**config.mk**
```make
export PLATFORM = sky130hd
export DESIGN_NAME = sar_adc_ctrl
export DESIGN_NICKNAME = d
export VERILOG_FILES = /design/src/rtl/pmodadc_pkg.sv /design/src/rtl/sreg_tx.sv /design/src/rtl/sar_adc_ctrl.sv
export SDC_FILE = /design/constraint.sdc
export NUM_CORES = 1
export LEC_CHECK = 0
export ABC_AREA = 1
export BUFFER_PORTS_ARGS = -buffer_cell sky130_fd_sc_hd__buf_2
export CORE_ASPECT_RATIO = 0.5
export CORE_MARGIN = 1
export CORE_UTILIZATION = 41
export CTS_BUF_LIST = sky130_fd_sc_hd__clkbuf_4 sky130_fd_sc_hd__clkbuf_8
export DETAILED_ROUTE_END_ITERATION = 10
export GPL_TIMING_DRIVEN = 0
export SLEW_MARGIN = 15
export SYNTH_ARGS = -nofsm -noshare
export SYNTH_HDL_FRONTEND = slang
export SYNTH_SLANG_ARGS = --single-unit
```
**constraint.sdc**
```tcl
create_clock -name clk_i -period 2.63 [get_ports clk_i]
set_clock_uncertainty 0.15 [all_clocks]
set_input_delay 0.526 -clock clk_i [delete_from_list [all_inputs] [get_ports clk_i]]
set_output_delay 0.526 -clock clk_i [all_outputs]
set_load 0.005 [all_outputs]
```
**src/rtl/pmodadc_pkg.sv**
```systemverilog
// Shared defaults and state encodings for the PmodADC SAR controller and its
// reference shift-register serialiser.
package pmodadc_pkg;

    localparam int unsigned DefResBits  = 14;
    localparam int unsigned DefSregBits = 16;
    localparam int unsigned AlignShift  = DefSregBits - DefResBits;

    typedef enum logic [2:0] {
        StIdle,
        StHold,
        StShift,
        StLatch,
        StSettle,
        StDecide,
        StDone
    } sar_state_e;

    typedef enum logic [1:0] {
        TxIdle,
        TxShift,
        TxLatch
    } tx_state_e;

endpackage

```
**src/rtl/sreg_tx.sv**
```systemverilog
// Generic serialiser for an external shift register: shifts a word MSB-first on
// ser/sclk, then pulses lclk; every phase lasts CLK_DIV clock cycles.
module sreg_tx
    import pmodadc_pkg::*;
#(
    parameter int unsigned SREG_BITS = DefSregBits,
    parameter int unsigned CLK_DIV   = 2
) (
    input  logic                 clk,
    input  logic                 reset,
    input  logic                 load,
    input  logic [SREG_BITS-1:0] data,
    output logic                 ser,
    output logic                 sclk,
    output logic                 lclk,
    output logic                 shift_done,
    output logic                 done
);

    localparam int unsigned     DivW    = $clog2(CLK_DIV + 1);
    localparam int unsigned     BitW    = $clog2(SREG_BITS + 1);
    localparam logic [DivW-1:0] DivLast = DivW'(CLK_DIV - 1);
    localparam logic [BitW-1:0] BitLast = BitW'(SREG_BITS - 1);

    tx_state_e            state_q, state_d;
    logic [SREG_BITS-1:0] shreg_q, shreg_d;
    logic [DivW-1:0]      div_q, div_d;
    logic [BitW-1:0]      bit_q, bit_d;
    logic                 phase_q, phase_d;  // 0: SClk low half, 1: SClk high half

    always_ff @(posedge clk) begin
        if (reset) begin
            state_q <= TxIdle;
            shreg_q <= '0;
            div_q   <= '0;
            bit_q   <= '0;
            phase_q <= 1'b0;
        end else begin
            state_q <= state_d;
            shreg_q <= shreg_d;
            div_q   <= div_d;
            bit_q   <= bit_d;
            phase_q <= phase_d;
        end
    end

    always_comb begin
        state_d    = state_q;
        shreg_d    = shreg_q;
        div_d      = div_q;
        bit_d      = bit_q;
        phase_d    = phase_q;
        ser        = 1'b0;
        sclk       = 1'b0;
        lclk       = 1'b0;
        shift_done = 1'b0;
        done       = 1'b0;
        case (state_q)
            TxIdle: begin
                if (load) begin
                    state_d = TxShift;
                    shreg_d = data;
                    div_d   = '0;
                    bit_d   = '0;
                    phase_d = 1'b0;
                end
            end
            TxShift: begin
                ser  = shreg_q[SREG_BITS-1];
                sclk = phase_q;
                if (div_q == DivLast) begin
                    div_d   = '0;
                    phase_d = ~phase_q;
                    // Advancing the word on the high->low transition keeps Ser
                    // changes confined to SClk-low time.
                    if (phase_q) begin
                        if (bit_q == BitLast) begin
                            shift_done = 1'b1;
                            state_d    = TxLatch;
                        end else begin
                            bit_d   = bit_q + 1'b1;
                            shreg_d = shreg_q << 1;
                        end
                    end
                end else begin
                    div_d = div_q + 1'b1;
                end
            end
            TxLatch: begin
                lclk = 1'b1;
                if (div_q == DivLast) begin
                    div_d   = '0;
                    done    = 1'b1;
                    state_d = TxIdle;
                end else begin
                    div_d = div_q + 1'b1;
                end
            end
            default: state_d = TxIdle;
        endcase
    end

endmodule

```
**src/rtl/sar_adc_ctrl.sv**
```systemverilog
// Successive-approximation controller: drives trial codes into the PmodADC
// reference shift register and resolves one result bit per comparator decision.
module sar_adc_ctrl
    import pmodadc_pkg::*;
#(
    parameter int unsigned RES_BITS      = DefResBits,
    parameter int unsigned SREG_BITS     = DefSregBits,
    parameter int unsigned CLK_DIV       = 2,
    parameter int unsigned SETTLE_CYCLES = 8
) (
    input  logic                clk_i,
    input  logic                reset_i,
    input  logic                start_i,
    output logic                busy_o,
    output logic                valid_o,
    output logic [RES_BITS-1:0] result_o,
    output logic                ADC_SH_o,
    output logic                ADC_Ser_o,
    output logic                ADC_SClk_o,
    output logic                ADC_LClk_o,
    input  logic                ADC_Comp_i
);

    localparam int unsigned     Align   = SREG_BITS - RES_BITS;
    localparam int unsigned     IdxW    = (RES_BITS > 1) ? $clog2(RES_BITS) : 1;
    localparam int unsigned     SetW    = $clog2(SETTLE_CYCLES + 1);
    localparam logic [IdxW-1:0] IdxTop  = IdxW'(RES_BITS - 1);
    localparam logic [SetW-1:0] SetLast = SetW'(SETTLE_CYCLES - 1);

    sar_state_e           state_q, state_d;
    logic [RES_BITS-1:0]  code_q, code_d;
    logic [RES_BITS-1:0]  result_q, result_d;
    logic [IdxW-1:0]      idx_q, idx_d;
    logic [SetW-1:0]      settle_q, settle_d;
    logic [RES_BITS-1:0]  trial;
    logic [SREG_BITS-1:0] trial_word;
    logic                 tx_load, tx_shift_done, tx_done;

    // The trial loaded alongside a state change must reflect the updated code/index.
    assign trial      = code_d | (RES_BITS'(1) << idx_d);
    assign trial_word = SREG_BITS'(trial) << Align;
    assign result_o   = result_q;

    always_ff @(posedge clk_i) begin
        if (reset_i) begin
            state_q  <= StIdle;
            code_q   <= '0;
            result_q <= '0;
            idx_q    <= '0;
            settle_q <= '0;
        end else begin
            state_q  <= state_d;
            code_q   <= code_d;
            result_q <= result_d;
            idx_q    <= idx_d;
            settle_q <= settle_d;
        end
    end

    always_comb begin
        state_d  = state_q;
        code_d   = code_q;
        result_d = result_q;
        idx_d    = idx_q;
        settle_d = settle_q;
        tx_load  = 1'b0;
        busy_o   = 1'b1;
        valid_o  = 1'b0;
        ADC_SH_o = 1'b0;
        case (state_q)
            StIdle: begin
                busy_o   = 1'b0;
                ADC_SH_o = 1'b1;
                if (start_i) begin
                    code_d  = '0;
                    idx_d   = IdxTop;
                    state_d = StHold;
                end
            end
            StHold: begin
                tx_load = 1'b1;
                state_d = StShift;
            end
            StShift: begin
                if (tx_shift_done) state_d = StLatch;
            end
            StLatch: begin
                if (tx_done) begin
                    settle_d = '0;
                    state_d  = StSettle;
                end
            end
            StSettle: begin
                if (settle_q == SetLast) state_d = StDecide;
                else settle_d = settle_q + 1'b1;
            end
            StDecide: begin
                if (ADC_Comp_i) code_d = code_q | (RES_BITS'(1) << idx_q);
                if (idx_q == '0) begin
                    // Result is written here so it is already valid during DONE.
                    result_d = code_d;
                    state_d  = StDone;
                end else begin
                    idx_d   = idx_q - 1'b1;
                    tx_load = 1'b1;
                    state_d = StShift;
                end
            end
            StDone: begin
                busy_o   = 1'b0;
                valid_o  = 1'b1;
                ADC_SH_o = 1'b1;
                state_d  = StIdle;
            end
            default: state_d = StIdle;
        endcase
    end

    sreg_tx #(
        .SREG_BITS(SREG_BITS),
        .CLK_DIV  (CLK_DIV)
    ) u_sreg_tx (
        .clk       (clk_i),
        .reset     (reset_i),
        .load      (tx_load),
        .data      (trial_word),
        .ser       (ADC_Ser_o),
        .sclk      (ADC_SClk_o),
        .lclk      (ADC_LClk_o),
        .shift_done(tx_shift_done),
        .done      (tx_done)
    );

endmodule

```
# After elaboration in Yosys (flattened, before gate mapping)
# Cells that the tools add are included.
# word_totals
regBits	65
output_inout_bits	20
# classes
addsub	4
n_eq_ne	22
shifts	2
n_mux	51
bitwise	3
reduce_logical	15
# ops
cell	n
$mux 16	4
$pmux 16 s2	1
$mux 14	2
$or 14x14->14	2
$pmux 14 s2	1
$shl 1x4->14 const A	2
$mux 5	4
$pmux 3 s6	1
$mux 4	4
$pmux 4 s2	2
$mux 1	15
$mux 3	5
$mux 2	7
$ne 2x2->1 const B	7
$pmux 5 s2	1
$reduce_and 5->1	2
$eq 3x3->1 const B	3
$ne 2x1->1 const B	4
$eq 3x2->1 const B	2
$pmux 2 s3	1
$reduce_and 3->1	2
$reduce_bool 2->1	3
$add 5x1->5 const B	1
$eq 5x4->1 const B	1
other kinds (16)	20

# Depth between registers and ports, before layout
# Gate-level depths: netlist (run 1).
# depth
ltp_word	7
depth_mapped	14

# Modules after synthesis
# A second synthesis (run 1) with hierarchy kept.
# unflattened
hier_cells	535
area_unflattened_um2	3764.9
# by_module_without_submodules
mod	n_inst	cells_each	area_each_um2	seq_area_each_um2
sar_adc_ctrl	1	316	2150.8	780.7
sreg_tx	1	219	1614.0	520.5

# Worst setup path after synthesis (run 1)
# No wires, ideal clock.
# synth_timing
kind	flip-flop to flip-flop
from	register u_sreg_tx.bit_q[0]
to	register u_sreg_tx.bit_q[4]
setup_time_ns	0.128
arrival_time_ns	1.683
setup_slack_ns	0.669
stages_incl_launch_ff	10
path_buffers	1
synth_period_minus_slack_ns	1.961
cell_sequence	dfxtp_1 ha_1 and3_1 ha_1 a21oi_1 nor3b_2 nand2_2 buf_4 a21oi_1 nor2_1
# synth_between
elab_chain_len	5
word_cells_on_any_way	8
classes_between	add/sub: 1; eq/ne: 2; mux: 4; reduce/logical: 1
# synth_lines
element	line_no	source
from (decl)	sreg_tx.sv:28	logic [BitW-1:0] bit_q, bit_d;
from (signal assigned)	sreg_tx.sv:42	bit_q <= bit_d;
$add 5x1->5	sreg_tx.sv:81	bit_d = bit_q + 1'b1;
$mux 5	sreg_tx.sv:77	if (bit_q == BitLast) begin
$mux 5	sreg_tx.sv:76	if (phase_q) begin
$mux 5	sreg_tx.sv:71	if (div_q == DivLast) begin
$pmux 5 s2	sreg_tx.sv:58	case (state_q)
# Parallel ways exist; a longest one is shown, timed or not. The select of a mux whose other input is x is not followed.
# A chain may end at the register's enable or synchronous reset.

# Worst setup path after layout (run 1)
# layout_timing
from	register u_sreg_tx.state_q[1]
to	output ADC_Ser_o
# layout_between
elab_chain_len	2
# layout_lines
element	line_no	source
from (decl)	sreg_tx.sv:25	tx_state_e state_q, state_d;
from (signal assigned)	sreg_tx.sv:33	state_q <= TxIdle;
from (signal assigned)	sreg_tx.sv:39	state_q <= state_d;
$eq 2x1->1	sreg_tx.sv:58	
$mux 1	sreg_tx.sv:58	
to (decl)	sar_adc_ctrl.sv:18	output logic ADC_Ser_o,
# No other way between the ends.

==> flow_summary.json, run 1 <==
{
  "outcome": "finished, final reports clean",
  "die-area_um2": 8585,
  "cp.required_ns": 1.95,
  "grt_antenna_before_repair": 0,
  "yosys_warnings": 0,
  "drive_above_1_share_pct": 15.62,
  "grt_use_total_pct": 21.74,
  "ys_seq_area_share_pct": 37.53,
  "placed_area_um2": 3611,
  "period_needed_ns": 2.409,
  "clock.fmax_mhz": 415.0,
  "hp-start": "result_o[13]$_SDFFE_PP0P_",
  "clock-root-buffer": "clkbuf_8",
  "avgSynthCellArea_um2": 6.901,
  "dr.pass1.iters": 4,
  "grt_pass1_wl_um": 13790,
  "wl_met1_um": 4707,
  "setup_violations": 0,
  "final_area_um2": 3807,
  "fp-row-count": 22,
  "power_density_nw_per_um2": 1176,
  "grt_setup_unrepaired": "false",
  "cp_max_fo": 10,
  "die_h_um": 66.02,
  "hpwl_um": 6153,
  "startpoint": "u_sreg_tx.state_q[1]$_SDFFE_PP0P_",
  "vias_per_cell": 4.791,
  "cts_setup_buffers": 0,
  "synth_nets": 503,
  "crit_path_end_kind": "output pin",
  "vdd_drop_max_v": 0.0003621,
  "wl_met2_um": 3221,
  "worst_setup_path_start_kind": "flip-flop",
  "routed_wl_um": 8388,
  "cp_data_arrival_time_ns": 1.73,
  "maxCapViolCount": 0,
  "drtIter0Drc": 169,
  "die_w_um": 130.0,
  "route.met3.wl_um": 369,
  "clk_latency_ns": 0.36,
  "synth_cell_types": 37,
  "yosys_register_bits": 63,
  "dr_total_vias": 3033,
  "cts.htree.levels": 3,
  "ios": 24,
  "post-route-drc-count": 0,
  "hold_class": "reg -> reg",
  "syn_to_final_growth_pct": 13.29,
  "portBuffers": 23,
  "reg2reg_depth": 9,
  "postSynthCellCount": 487,
  "clk_pin_slew_worst_paths_ns": 0.07,
  "grt_pass1_vias": 2806,
  "insertedDiodeCount": 0,
  "fin_nets": 537,
  "min_period_over_period_pct": 91.62,
  "grt_max_degree": 11,
  "cts_made_buffers": 9,
  "cts_resized": 0,
  "fp.coreArea_um2": 7625,
  "hold_viol": 0,
  "clockBufferDepth": 2,
  "hold_depth": 2,
  "gr-total-overflow": 0,
  "crit_type": "reg -> out",
  "p_leak_nw": 1.701,
  "wire_per_inst_um": 13.25,
  "relSlewSlack_pct": 59.93,
  "worst_slew_pin_slew_ns": 0.6010,
  "synth_area_um2": 3361,
  "hold_buffers": 0,
  "tritoncts": "done",
  "final_cell_mix": "nand2_1 (105), nor2_1 (71), dfxtp_1 (63), inv_1 (52), a21oi_1 (50)",
  "final_antenna_net_count": 0,
  "worstReg2RegStart": "idx_q[0]$_SDFF_PP0_",
  "finalMaxSlewViolations": 0,
  "routabilityCongestion": 0.8535,
  "start_util_pct": 44.08,
  "clkSinkCount": 63,
  "fin_setup_tns_ns": 0,
  "layout.cells.most_common": "nand2_1",
  "route.top_layer_used": "met4"
}
sequential cells by signal (all words and copies together) (netlist names):
name and cells:
code_q 14, idx_q 4, result_o 14, settle_q 4
state_q 3, u_sreg_tx.bit_q 5, u_sreg_tx.div_q 2, u_sreg_tx.phase_q 1
u_sreg_tx.shreg_q 14, u_sreg_tx.state_q 2
kinds of logic (layout without fill, tap and decap cells):
group	Yosys count	in the layout	synth area share (%)
simple gates	232	232	30.98
xor+xnor	3	3	0.7820
flops	63	63	37.53
buf+inv	74	112	9.382
fa+ha+maj	12	12	4.467
compound gates	103	103	16.87
report_power, final:
group	internal [mW]	leakage (nW)	switching, mW
sequential	1.13	0.511	0.126
combinational	0.781	1.09	1.58
clock	0.479	0.105	0.378
layer usage:
| layer | up-vias | GRT usage (%) |
|---|---|---|
| li1 | 1632 | - |
| met1 | 1331 | 30.85 |
| met2 | 63 | 31.25 |
| met3 | 7 | 6.392 |
| met4 | 0 | 6.686 |
| met5 | - | 0 |
metrics by stage:
stage | hold slack (ns) | std cells | util [%] | setup slack [ns] | power (mW)
2_1_floorplan | 0.2915 | 487 | - | 0.6695 | 3.072
3_3_place_gp | 0.3000 | 618 | 47.36 | 0.3337 | 3.602
3_5_place_dp | 0.3082 | 618 | 47.36 | 0.3522 | 3.602
4_1_cts | 0.3185 | 633 | 49.93 | 0.1639 | 4.480
5_1_grt | 0.3444 | 633 | 49.93 | 0.06444 | 4.881
6_report | 0.3150 | 633 | 49.93 | 0.2205 | 4.476
final timing paths:
kind                                                         to  slack [ns]
worst max-delay path                                  ADC_Ser_o        0.22
worst min-delay path                  result_o[13]$_SDFFE_PP0P_        0.32
worst max register to register  u_sreg_tx.bit_q[0]$_SDFFE_PP0P_        0.31
worst min register to register        result_o[13]$_SDFFE_PP0P_        0.32
synth_stat cells (all sizes together):
| master | instances | area [um^2] |
|---|---|---|
| ha | 12 | 150.1 |
| nor3 | 6 | 30.03 |
| inv | 57 | 216.5 |
| nand2 | 114 | 470.5 |
| nor4 | 1 | 6.260 |
| nand4 | 2 | 12.51 |
| a21oi | 54 | 285.3 |
| a211oi | 3 | 22.52 |
| or2 | 1 | 6.260 |
| o21ai | 37 | 192.7 |
| o22ai | 1 | 6.260 |
| and3 | 1 | 6.260 |
| o21bai | 1 | 7.510 |
| o31ai | 3 | 22.52 |
| xor2 | 2 | 17.52 |
| a31oi | 3 | 18.77 |
| nor3b | 2 | 20.02 |
| dfxtp | 63 | 1261 |
| nand3 | 24 | 135.1 |
| buf | 9 | 68.81 |
| xnor2 | 1 | 8.760 |
| a21boi | 1 | 11.26 |
| nor2 | 81 | 354.1 |
| clkbuf | 8 | 30.03 |
worst max-delay path: stages, from the launching register on:
cell and delay [ns]:
dfxtp_1 0.31, inv_1 0.11, ha_1 0.28, clkbuf_1 0.42
nand2_1 0.10, inv_1 0.06, buf_2 0.10
final cells by class:
class / instances / area [um^2]
Clock buffer: 11 / 151.4
Clock inverter: 4 / 45.04
Multi-Input combinational cell: 350 / 1784
Tap cell: 108 / 135.1
Sequential cell: 63 / 1261
Timing Repair Buffer: 23 / 115.1
Fill cell: 786 / 3817
Buffer: 17 / 98.84
Inverter: 57 / 216.5
Power figures use the tool's default switching activity.
==> run 2, diff against run 1 <==
--- a/config.mk
+++ b/config.mk
@@ -9,7 +9,7 @@
 export BUFFER_PORTS_ARGS = -buffer_cell sky130_fd_sc_hd__buf_2
 export CORE_ASPECT_RATIO = 0.5
 export CORE_MARGIN = 1
-export CORE_UTILIZATION = 41
+export CORE_UTILIZATION = 30
 export CTS_BUF_LIST = sky130_fd_sc_hd__clkbuf_4 sky130_fd_sc_hd__clkbuf_8
 export DETAILED_ROUTE_END_ITERATION = 10
 export GPL_TIMING_DRIVEN = 0
==> flow_summary.json, run 2 (synthesis results as in run 1) <==
{
  "clock-root-buffer": "clkbuf_8",
  "clkSinkCount": 63,
  "wire_per_inst_um": 12.67,
  "cp.required_ns": 1.95,
  "die-area_um2": 11660,
  "vias_per_cell": 4.646,
  "drive_above_1_share_pct": 15.46,
  "die_h_um": 76.84,
  "crit_type": "reg -> out",
  "routabilityCongestion": 0.9092,
  "vdd_drop_max_v": 0.0003661,
  "min_period_over_period_pct": 92.10,
  "grt_antenna_before_repair": 0,
  "insertedDiodeCount": 0,
  "p_leak_nw": 1.688,
  "grt_pass1_wl_um": 14350,
  "relSlewSlack_pct": 64.82,
  "critPathSlowestCell": "clkbuf_1",
  "clk_pin_slew_worst_paths_ns": 0.07,
  "grt_pass1_vias": 2852,
  "syn_to_final_growth_pct": 13.74,
  "cp_data_arrival_time_ns": 1.75,
  "clockBufferDepth": 2,
  "cp_cell_sequence": "inv_1 -> ha_1 -> clkbuf_1 -> nand2_1 -> inv_1 -> buf_2",
  "fin_setup_tns_ns": 0,
  "setup_violations": 0,
  "route.met3.wl_um": 353,
  "die_w_um": 151.7,
  "cts_made_buffers": 9,
  "wl_met2_um": 3408,
  "gr-total-overflow": 0,
  "period_needed_ns": 2.422,
  "crit_path_end_kind": "output pin",
  "cp_top_family": "buffers and inverters",
  "ios": 24,
  "hold_class": "reg -> reg",
  "portBuffers": 23,
  "hold_viol": 0,
  "layout.cells.most_common": "nand2_1",
  "dr_total_vias": 3085,
  "post-route-drc-count": 0,
  "seqCellArea_um2": 1261,
  "grt_setup_unrepaired": "false",
  "fin_nets": 537,
  "fp-row-count": 26,
  "clk_latency_ns": 0.34,
  "wl_met1_um": 4560,
  "grt_max_degree": 11,
  "power_mw": 4.383,
  "cts_setup_buffers": 0,
  "cp.buffers_inverters": 4,
  "tritoncts": "done",
  "clock.fmax_mhz": 412.8,
  "final_antenna_net_count": 0,
  "hold_buffers": 0,
  "multi_input_area_um2": 1784,
  "fillers": 1115,
  "worst_setup_path_start_kind": "flip-flop",
  "power_density_nw_per_um2": 1147,
  "grt_use_total_pct": 15.93,
  "finalMaxSlewViolations": 0,
  "routed_wl_um": 8410,
  "crit_top_cell": "inv_1",
  "cts_resized": 0,
  "hpwl_um": 6282,
  "drtIter0Drc": 208,
  "worst_slew_pin_slew_ns": 0.5277,
  "maxCapViolCount": 0,
  "cts.htree.levels": 3,
  "dr.pass1.iters": 4,
  "start_util_pct": 31.89,
  "route.top_layer_used": "met4",
  "outcome": "finished, final reports clean",
  "fp.coreArea_um2": 10540,
  "final_cell_mix": "nand2_1 (105), nor2_1 (71), dfxtp_1 (63), inv_1 (52), a21oi_1 (50)",
  "max_stage_delay_ns": 0.43,
  "cp_max_fo": 10
}
-- run 2: changes by cell type in the layout (fill, tap and decap cells not counted), sizes merged --
cell	before	now
clkinv	3	1
clkbuf	19	21
bufinv	1	0
-- run 2: cell type report --
type / count / area share [%]
inverter: 57 / 5.663
buffer: 17 / 2.586
clock inverter: 1 / 0.1309
sequential: 63 / 33.00
tap: 140 / 4.583
clock buffer: 13 / 4.354
multi-input combinational: 350 / 46.68
timing repair buffer: 23 / 3.011
-- run 2: report_power, final --
group / switching [mW] / internal, mW / total, mW
combinational: 1.59 / 0.783 / 2.37
sequential: 0.122 / 1.13 / 1.25
clock: 0.352 / 0.403 / 0.755
-- run 2: worst paths after layout --
path | endpoint | startpoint | slack [ns] | cells after the start
setup / recovery | ADC_Ser_o | u_sreg_tx.state_q[1]$_SDFFE_PP0P_ | 0.21 | 6
hold reg to reg | result_o[13]$_SDFFE_PP0P_ | result_o[13]$_SDFFE_PP0P_ | 0.31 | 2
setup reg to reg | u_sreg_tx.bit_q[0]$_SDFFE_PP0P_ | idx_q[0]$_SDFF_PP0_ | 0.37 | 9
hold / removal | result_o[13]$_SDFFE_PP0P_ | result_o[13]$_SDFFE_PP0P_ | 0.31 | 2
-- run 2: metal layers --
| metal | up-vias | global-route usage, % |
|---|---|---|
| li1 | 1629 | - |
| met1 | 1398 | 23.09 |
| met2 | 50 | 22.91 |
| met3 | 8 | 3.988 |
| met4 | 0 | 4.554 |
| met5 | - | 0 |
-- run 2: metrics by stage --
| step | cells | util, % | setup slack, ns | area [um^2] | hold WS, ns |
|---|---|---|---|---|---|
| after detailed placement | 650 | 34.64 | 0.3936 | 3651 | 0.3029 |
| after global placement | 650 | 34.64 | 0.4020 | 3651 | 0.2987 |
| final | 664 | 36.27 | 0.2077 | 3822 | 0.3125 |
| after CTS | 664 | 36.27 | 0.2205 | 3822 | 0.3136 |
| after floorplan | 487 | - | 0.6695 | 3361 | 0.2915 |
| after global routing | 664 | 36.27 | 0.08310 | 3822 | 0.3367 |
-- run 2: worst register-to-register path: cells and delay by family, from the launching register on --
family	cells	cell delay, ns
flops	1	0.34
compound gates	1	0.17
xor+xnor	1	0.15
fa+ha+maj	1	0.33
buf+inv	2	0.39
simple gates	4	0.61
==> run 3, diff against run 2 <==
--- a/config.mk
+++ b/config.mk
@@ -7,12 +7,15 @@
 export LEC_CHECK = 0
 export ABC_AREA = 1
 export BUFFER_PORTS_ARGS = -buffer_cell sky130_fd_sc_hd__buf_2
+export CELL_PAD_IN_SITES_DETAIL_PLACEMENT = 2
+export CELL_PAD_IN_SITES_GLOBAL_PLACEMENT = 2
 export CORE_ASPECT_RATIO = 0.5
 export CORE_MARGIN = 1
 export CORE_UTILIZATION = 30
 export CTS_BUF_LIST = sky130_fd_sc_hd__clkbuf_4 sky130_fd_sc_hd__clkbuf_8
 export DETAILED_ROUTE_END_ITERATION = 10
 export GPL_TIMING_DRIVEN = 0
+export PLACE_DENSITY_LB_ADDON = 0.1
 export SLEW_MARGIN = 15
 export SYNTH_ARGS = -nofsm -noshare
 export SYNTH_HDL_FRONTEND = slang
==> flow_summary.json, run 3 (synthesis results as in run 1) <==
{
  "die_h_um": 76.84,
  "power_density_nw_per_um2": 1190,
  "placed_area_um2": 3651,
  "hpwl_um": 8526,
  "grt_max_degree": 13,
  "ios": 24,
  "worst_slew_pin_slew_ns": 0.6248,
  "fp-row-count": 26,
  "maxCapViolCount": 0,
  "hold_class": "reg -> reg",
  "crit_type": "reg -> reg",
  "vias_per_cell": 4.888,
  "grtUsageMet1_pct": 28.50,
  "wire_per_inst_um": 16.69,
  "post-route-drc-count": 0,
  "clock.fmax_mhz": 418.9,
  "routabilityCongestion": 0.7669,
  "finalMaxSlewViolations": 0,
  "use_met2_pct": 31.73,
  "min_period_over_period_pct": 90.78,
  "portBuffers": 23,
  "utilization_pct": 36.37,
  "layout.cells.most_common": "nand2_1",
  "reg2reg_depth": 9,
  "dr_total_vias": 3260,
  "worstReg2RegStart": "idx_q[0]$_SDFF_PP0_",
  "cts.htree.levels": 3,
  "setup_slack_ns": 0.2426,
  "routed_wl_um": 11130,
  "clockBufferDepth": 2,
  "cp_data_arrival_time_ns": 2.47,
  "fp.coreArea_um2": 10540,
  "grt_antenna_before_repair": 0,
  "vdd_drop_max_v": 0.0002773,
  "crit_path_end_kind": "flip-flop",
  "grt_pass1_wl_um": 17950,
  "cts_made_buffers": 9,
  "outcome": "finished, final reports clean",
  "cp-endpoint": "u_sreg_tx.bit_q[0]$_SDFFE_PP0P_",
  "drive_above_1_share_pct": 15.97,
  "clk_pin_slew_worst_paths_ns": 0.07,
  "r2r_end": "u_sreg_tx.bit_q[0]$_SDFFE_PP0P_",
  "gr-total-overflow": 0,
  "period_needed_ns": 2.387,
  "relSlewSlack_pct": 58.34,
  "use_met3_pct": 5.536,
  "grt_setup_unrepaired": "false",
  "dr.pass1.iters": 4,
  "start_util_pct": 31.89,
  "cp.required_ns": 2.72,
  "syn_to_final_growth_pct": 14.07,
  "clkSinkCount": 63,
  "hold_viol": 0,
  "grt_busiest_layer": "met2",
  "tritoncts": "done",
  "drtIter0Drc": 116,
  "clock-root-buffer": "clkbuf_8",
  "fin_nets": 537,
  "r2r_setup_slack_ns": 0.24,
  "fillers": 1322,
  "cp_max_fo": 10,
  "fin_setup_tns_ns": 0,
  "clk_latency_ns": 0.36,
  "p_leak_nw": 1.678,
  "die-area_um2": 11660,
  "seqCellArea_um2": 1261,
  "grt_pass1_vias": 3387,
  "final_cell_mix": "nand2_1 (105), nor2_1 (71), dfxtp_1 (63), inv_1 (52), a21oi_1 (50)",
  "final_antenna_net_count": 0,
  "grt_use_total_pct": 20.71,
  "final_area_um2": 3834,
  "multi_input_area_um2": 1784,
  "die_w_um": 151.7,
  "startpoint": "idx_q[0]$_SDFF_PP0_",
  "post-place-ws_ns": 0.2375,
  "worst_setup_path_start_kind": "flip-flop",
  "setup_violations": 0
}
## run 3: cell types whose count changed in the layout (fill, tap and decap cells not counted), sizes merged
cell | previous run | this run
clkbuf | 21 | 18
diode | 0 | 1
clkinvlp | 0 | 4
clkinv | 1 | 2
## run 3: per-stage QoR
stage                     power [mW]  hold WS [ns]  instances
final                          4.561        0.3228        667
after global routing           4.986        0.3467        666
after CTS                      4.631        0.3204        666
after detailed placement       3.799        0.3075        650
after global placement         3.739        0.3058        650
after floorplan                3.072        0.2915        487
## run 3: how the worst min path moves through the flow
stage / start / endpoint / depth (start not counted)
finish: u_sreg_tx.shreg_q[4]$_SDFFE_PP0P_ / u_sreg_tx.shreg_q[4]$_SDFFE_PP0P_ / 2
global route: u_sreg_tx.shreg_q[12]$_SDFFE_PP0P_ / u_sreg_tx.shreg_q[12]$_SDFFE_PP0P_ / 2
CTS: u_sreg_tx.shreg_q[4]$_SDFFE_PP0P_ / u_sreg_tx.shreg_q[4]$_SDFFE_PP0P_ / 2
detailed placement: u_sreg_tx.shreg_q[12]$_SDFFE_PP0P_ / u_sreg_tx.shreg_q[12]$_SDFFE_PP0P_ / 2
global placement: u_sreg_tx.shreg_q[6]$_SDFFE_PP0P_ / u_sreg_tx.shreg_q[6]$_SDFFE_PP0P_ / 2
floorplan: u_sreg_tx.div_q[1]$_SDFFE_PP0P_ / u_sreg_tx.div_q[1]$_SDFFE_PP0P_ / 2
## run 3: where the power goes
group,internal (mW),switching [mW]
Combinational,0.787,1.73
Sequential,1.13,0.132
Clock,0.355,0.433
## run 3: area by class of cell
class | count | share of cell area (%)
multi-input cells | 350 | 46.54
plain buffers | 17 | 2.611
inverters | 57 | 5.646
repair buffers | 23 | 3.003
well taps | 140 | 4.569
clock inverters | 6 | 1.240
clock buffers | 10 | 3.427
flip-flops and latches | 63 | 32.90
diodes | 1 | 0.06527
## run 3: critical path, cell delays in order (launching register included)
cell	delay (ns)
dfxtp_1	0.35
inv_1	0.21
ha_1	0.38
nand2_2	0.18
o21ai_1	0.16
nand2_1	0.18
nand2_2	0.21
buf_4	0.21
xor2_1	0.17
nor2_1	0.05
## run 3: layer usage
layer	wire length, um	share of wire [%]
met1	5865	53
met2	4751	43
met3	383	3.4
met4	133	1.2
met5	0	0
## run 3: what timing repair did
item                                    in CTS  in global routing
hold buffers                                 0                  0
endpoints found under the setup margin       0                  1
setup buffers                                0                  0
resized for setup                            0                  2
endpoints found under the hold margin        0                  0
